## src/rtl/seq_or_monitor.sv

```systemverilog
// Runtime monitor for the property "(a ##1 a) or (!b[*3] ##1 b[*2])" launched on each rising start.
// Verdict pulses appear one cycle after the deciding edge; attempts last at most four edges past T0.
module seq_or_monitor (
  input  logic       clk,
  input  logic       rst_n,
  input  logic       start,
  input  logic       a,
  input  logic       b,
  input  logic       clr,
  output logic       pass,
  output logic       fail,
  output logic       busy,
  output logic       ovr,
  output logic [7:0] pass_cnt,
  output logic [7:0] fail_cnt
);

  typedef enum logic {IDLE, RUN} state_t;

  // Step index (relative to T0) of each sub-sequence's final element.
  localparam logic [2:0] SEQ1_LAST = 3'd1;
  localparam logic [2:0] SEQ2_LAST = 3'd4;
  localparam logic [2:0] SEQ2_B_HI = 3'd3;
  localparam logic [7:0] CNT_MAX   = 8'hFF;

  state_t     state_q, state_d;
  logic [2:0] step_q, step_d;
  logic       live1_q, live1_d;
  logic       live2_q, live2_d;
  logic       start_q;
  logic       armed_q;
  logic       pass_q, fail_q;
  logic       ovr_q;
  logic [7:0] pass_cnt_q, fail_cnt_q;

  logic       trig;
  logic       ok1, ok2;
  logic       m1, m2;
  logic       n1, n2;
  logic       v_pass, v_fail;
  logic       ovr_set;

  // armed_q blocks a start that was already high when reset released.
  assign trig = start & ~start_q & armed_q;

  always_comb begin
    state_d = state_q;
    step_d  = step_q;
    live1_d = live1_q;
    live2_d = live2_q;
    ok1     = 1'b0;
    ok2     = 1'b0;
    m1      = 1'b0;
    m2      = 1'b0;
    n1      = 1'b0;
    n2      = 1'b0;
    v_pass  = 1'b0;
    v_fail  = 1'b0;
    ovr_set = 1'b0;

    case (state_q)
      IDLE: begin
        if (trig) begin
          if (!a && b) begin
            v_fail = 1'b1;
          end else begin
            state_d = RUN;
            step_d  = 3'd1;
            live1_d = a;
            live2_d = ~b;
          end
        end
      end

      RUN: begin
        ovr_set = trig;
        ok1 = live1_q && a;
        ok2 = live2_q && (b == (step_q >= SEQ2_B_HI));
        m1  = ok1 && (step_q == SEQ1_LAST);
        m2  = ok2 && (step_q == SEQ2_LAST);
        n1  = ok1 && (step_q < SEQ1_LAST);
        n2  = ok2 && (step_q < SEQ2_LAST);

        // A match on either branch wins even if the other branch dies on the same edge.
        if (m1 || m2) begin
          v_pass = 1'b1;
        end else if (!n1 && !n2) begin
          v_fail = 1'b1;
        end

        if (v_pass || v_fail) begin
          state_d = IDLE;
          step_d  = 3'd0;
          live1_d = 1'b0;
          live2_d = 1'b0;
        end else begin
          step_d  = step_q + 3'd1;
          live1_d = n1;
          live2_d = n2;
        end
      end

      default: begin
        state_d = IDLE;
        step_d  = 3'd0;
        live1_d = 1'b0;
        live2_d = 1'b0;
      end
    endcase
  end

  always_ff @(posedge clk or negedge rst_n) begin
    if (!rst_n) begin
      state_q <= IDLE;
      step_q  <= 3'd0;
      live1_q <= 1'b0;
      live2_q <= 1'b0;
      start_q <= 1'b0;
      armed_q <= 1'b0;
      pass_q  <= 1'b0;
      fail_q  <= 1'b0;
    end else begin
      state_q <= state_d;
      step_q  <= step_d;
      live1_q <= live1_d;
      live2_q <= live2_d;
      start_q <= start;
      if (!start) begin
        armed_q <= 1'b1;
      end
      pass_q  <= v_pass;
      fail_q  <= v_fail;
    end
  end

  // Clear outranks any same-cycle increment or overrun set.
  always_ff @(posedge clk or negedge rst_n) begin
    if (!rst_n) begin
      ovr_q      <= 1'b0;
      pass_cnt_q <= 8'd0;
      fail_cnt_q <= 8'd0;
    end else if (clr) begin
      ovr_q      <= 1'b0;
      pass_cnt_q <= 8'd0;
      fail_cnt_q <= 8'd0;
    end else begin
      if (ovr_set) begin
        ovr_q <= 1'b1;
      end
      if (v_pass && (pass_cnt_q != CNT_MAX)) begin
        pass_cnt_q <= pass_cnt_q + 8'd1;
      end
      if (v_fail && (fail_cnt_q != CNT_MAX)) begin
        fail_cnt_q <= fail_cnt_q + 8'd1;
      end
    end
  end

  assign pass     = pass_q;
  assign fail     = fail_q;
  assign busy     = (state_q == RUN);
  assign ovr      = ovr_q;
  assign pass_cnt = pass_cnt_q;
  assign fail_cnt = fail_cnt_q;

endmodule

```

## config.mk

```make
export PLATFORM = sky130hd
export DESIGN_NAME = seq_or_monitor
export DESIGN_NICKNAME = d
export VERILOG_FILES = /design/src/rtl/seq_or_monitor.sv
export SDC_FILE = /design/constraint.sdc
export NUM_CORES = 1
export LEC_CHECK = 0
export CAP_MARGIN = 10
export CORE_ASPECT_RATIO = 0.5
export CORE_MARGIN = 2
export CORE_UTILIZATION = 40
export CTS_CLUSTER_DIAMETER = 150
export DETAILED_ROUTE_END_ITERATION = 10
export GPL_TIMING_DRIVEN = 0
export SYNTH_ARGS = -nofsm -noshare
export SYNTH_HDL_FRONTEND = slang
export SYNTH_SLANG_ARGS = --single-unit
```

## constraint.sdc

```tcl
create_clock -name clk -period 2.8 [get_ports clk]
set_clock_uncertainty 0.05 [all_clocks]
set_input_delay 0.28 -clock clk [delete_from_list [all_inputs] [get_ports clk]]
set_output_delay 0.28 -clock clk [all_outputs]
set_load 0.005 [all_outputs]
```

==> impl_metrics.py <==
metrics = {
    "outcome": {
        "outcome": "finished with violations",
        "violations": "negative hold slack",
    },
    "layout": {
        "final_common_cell": "dfrtp_1",
        "final_cell_mix": "27 x dfrtp_1, 24 x clkdlybuf4s50_1, 16 x nor2_1",
        "nFillCells": 314,
        "drive_above_1_share_pct": 13.33,
        "num_antenna_cells": 0,
        "multi_input_area_sq_um": 827.0,
        "regArea_sq_um": 675.6,
        "layout.nets": 193,
        "stdcell_count": 231,
        "syn_to_final_growth_pct": 22.72,
    },
    "clock_network": {
        "numCtsBuffers": 3,
        "cts_hold_buf": 0,
        "root_buffer": "clkbuf_8",
        "clk_latency_ns": 0.27,
        "post_cts_buffers": 0,
        "cts_sinks": 27,
        "cts_resized": 0,
        "ctsLongestPathBuffers": 2,
        "htreeDepth": 1,
        "clkTransAtPathRegs_ns": 0.09,
        "tritoncts": "yes",
    },
    "synth": {
        "synthArstFlopShare_pct": 100.0,
        "syn_area_per_cell_sq_um": 10.36,
        "synth-xor-area-share_pct": 5.040,
        "synth_cells": 151,
        "synth_edf_count": 0,
        "synthesis.nets": 163,
        "yosysWarnings": 0,
        "synth_cell_types": 49,
        "yosys.area_share.simple_pct": 23.60,
        "synth_compound_area_share_pct": 16.24,
        "syn_area_sq_um": 1564,
        "synth_top_family_by_area": "simple AND/OR/NAND/NOR gates",
        "synthFlopType": "dfrtp_1",
        "synth_seq_cells": 27,
        "synth_fa_ha_area_share_pct": 4.800,
        "synth.yosys.seq_area_share_pct": 43.20,
        "synth_mux_area_share_pct": 3.200,
    },
    "floorplan": {
        "die_w_microns": 92.43,
        "rows": 15,
        "start_util_pct": 43.63,
        "die_area_sq_um": 4457,
        "pin_count": 26,
        "core-area_sq_um": 3585,
        "fp.dieH_microns": 48.22,
    },
    "critical_path": {
        "cp_max_fo": 8,
        "critPathBufInv": 1,
        "path_cells": "ha_1, ha_1, a211oi_1, xnor2_1, o22ai_4, inv_4, and3_1, mux2_4",
        "crit_type": "reg -> reg",
        "crit_top_cell": "ha_1",
        "worstPathRequired_ns": 2.91,
        "slowest_stage": "dfrtp_1",
        "cpLargestDelayFamily": "compound AO/OA/AOI/OAI gates",
        "start_kind": "flop",
        "cpPeakStageDelay_ns": 0.46,
        "critPathArrivalTime_ns": 2.41,
        "end_kind": "flop",
    },
    "timing": {
        "relSlewSlack_pct": 59.02,
        "worst_slew_pin_slew_ns": 0.6148,
        "fmax_mhz": 435.5,
        "setup_violations": 0,
        "period_minus_slack_ns": 2.296,
        "hold_viol": 27,
        "rsz0062_at_grt": "false",
        "slew_violations": 0,
        "min_period_over_period_pct": 82.01,
        "whs_ns": -0.03703,
        "worst_slack_ns": 0.5038,
        "setup_tns_ns": 0,
    },
    "drt": {
        "ant_nets": 0,
        "vias": 1238,
        "drc": 0,
        "routed_wl_microns": 3232,
        "drt_first_pass_iters": 4,
        "wl_per_cell_microns": 13.99,
        "drt-vias-per-instance": 5.359,
        "first_iter_violations": 101,
    },
    "power_and_ir_drop": {
        "total_power_mw": 1.028,
        "peakVddDrop_mv": 0.3359,
        "leakagePower_nw": 0.7563,
        "cellPowerDensity_nw_per_um2": 535.8,
    },
    "placed_design": {
        "dp_slack_ns": 0.4949,
        "dpl.cell_count": 227,
        "io_buffers": 25,
        "dp_hpwl_microns": 2356,
        "gp_congestion": 0.8341,
    },
    "global_routing": {
        "antenna_found_initial": 0,
        "grt_usage_pct": 15.31,
        "grt_max_degree": 28,
        "grt_pass1_vias": 1156,
        "grt_pass1_wl_microns": 5230,
        "grt_overflow_total": 0,
    },
    "run": {
        "cap_violations": 0,
    },
    "min_path": {
        "worstHoldPathType": "in -> async",
    },
}
final cells by class:
type | instances | share of cell area [%]
Multi-Input combinational cell | 109 | 43.09
Sequential cell | 27 | 35.20
Timing Repair Buffer | 25 | 12.78
Tap cell | 51 | 3.325
Clock buffer | 3 | 2.151
Inverter | 10 | 2.086
Buffer | 5 | 1.108
Clock inverter | 1 | 0.2608
worst reg2reg max path: stages (launching register included):
cell and delay, ns:
dfrtp_1 0.46, ha_1 0.24, ha_1 0.20, a211oi_1 0.24, xnor2_1 0.16, o22ai_4 0.28, inv_4 0.09, and3_1 0.17
mux2_4 0.29
cell usage after synthesis (2+ instances only):
| cell | n | area, sq um |
|---|---|---|
| dfrtp_1 | 27 | 675.7 |
| o22ai_1 | 2 | 12.51 |
| nand2b_1 | 5 | 31.28 |
| o21ai_1 | 2 | 10.01 |
| and2_1 | 2 | 12.51 |
| a211oi_1 | 2 | 15.01 |
| a2111oi_2 | 4 | 60.06 |
| mux2_4 | 2 | 30.03 |
| or3_1 | 2 | 12.51 |
| nand3_1 | 6 | 30.03 |
| nand2_1 | 8 | 30.03 |
| inv_1 | 9 | 33.78 |
| nor3_1 | 4 | 20.02 |
| clkbuf_1 | 2 | 7.510 |
| ha_1 | 6 | 75.07 |
| nor2b_1 | 3 | 18.77 |
| a21oi_1 | 4 | 20.02 |
| o32ai_1 | 2 | 17.52 |
| buf_2 | 2 | 10.01 |
| mux2i_1 | 2 | 20.02 |
| nor2_1 | 16 | 60.06 |
| and3_1 | 5 | 31.28 |
| xnor2_1 | 8 | 70.07 |
kinds of logic (layout without fill, tap and decap cells):
family,after synthesis,in the layout
AOI/OAI and AO/OA,26,26
xor gates and xnor gates,9,9
adders and majority gates,6,6
buffers and inverters,15,44
DFF,27,27
muxes,4,4
and+or+nand+nor,64,64
final timing paths:
| kind | startpoint | end | slack, ns | depth (start not counted) |
|---|---|---|---|---|
| hold reg to reg | armed_q | armed_q | 0.42 | 1 |
| setup / recovery | step_q[0] | fail_cnt[3] | 0.50 | 8 |
| setup reg to reg | step_q[0] | fail_cnt[3] | 0.50 | 8 |
| min in group clk | armed_q | armed_q | 0.42 | 1 |
| max in group asynchronous | rst_n | fail_cnt[5] | 2.34 | 1 |
| hold / removal | rst_n | step_q[1] | -0.04 | 1 |
flip-flops by register name, summed over array words and instances (netlist names):
| signal | count |
|---|---|
| step_q | 3 |
| fail_cnt | 8 |
| pass | 1 |
| ovr | 1 |
| live2_q | 1 |
| busy | 1 |
| live1_q | 1 |
| fail | 1 |
| pass_cnt | 8 |
| start_q | 1 |
| armed_q | 1 |
report_power, final:
part / switching, mW / total (mW) / internal (mW)
Sequential: 0.0501 / 0.484 / 0.434
Clock: 0.119 / 0.219 / 0.0996
Combinational: 0.178 / 0.325 / 0.147
Total: 0.348 / 1.03 / 0.680
routing by layer:
metal	vias to the layer above	part of all wire (%)	GRT usage [%]
met5	-	0	0
met4	0	0	4.478
met3	0	4.1	3.709
met2	35	45	25.99
met1	608	50	20.38
li1	595	-	-
per-stage QoR:
step,util [%],area [sq um]
CTS,53.68,1924
finish,53.54,1919
floorplan,-,1564
global placement,52.39,1878
detailed placement,52.39,1878
global route,53.54,1919
(Power assumes the default switching activity.)
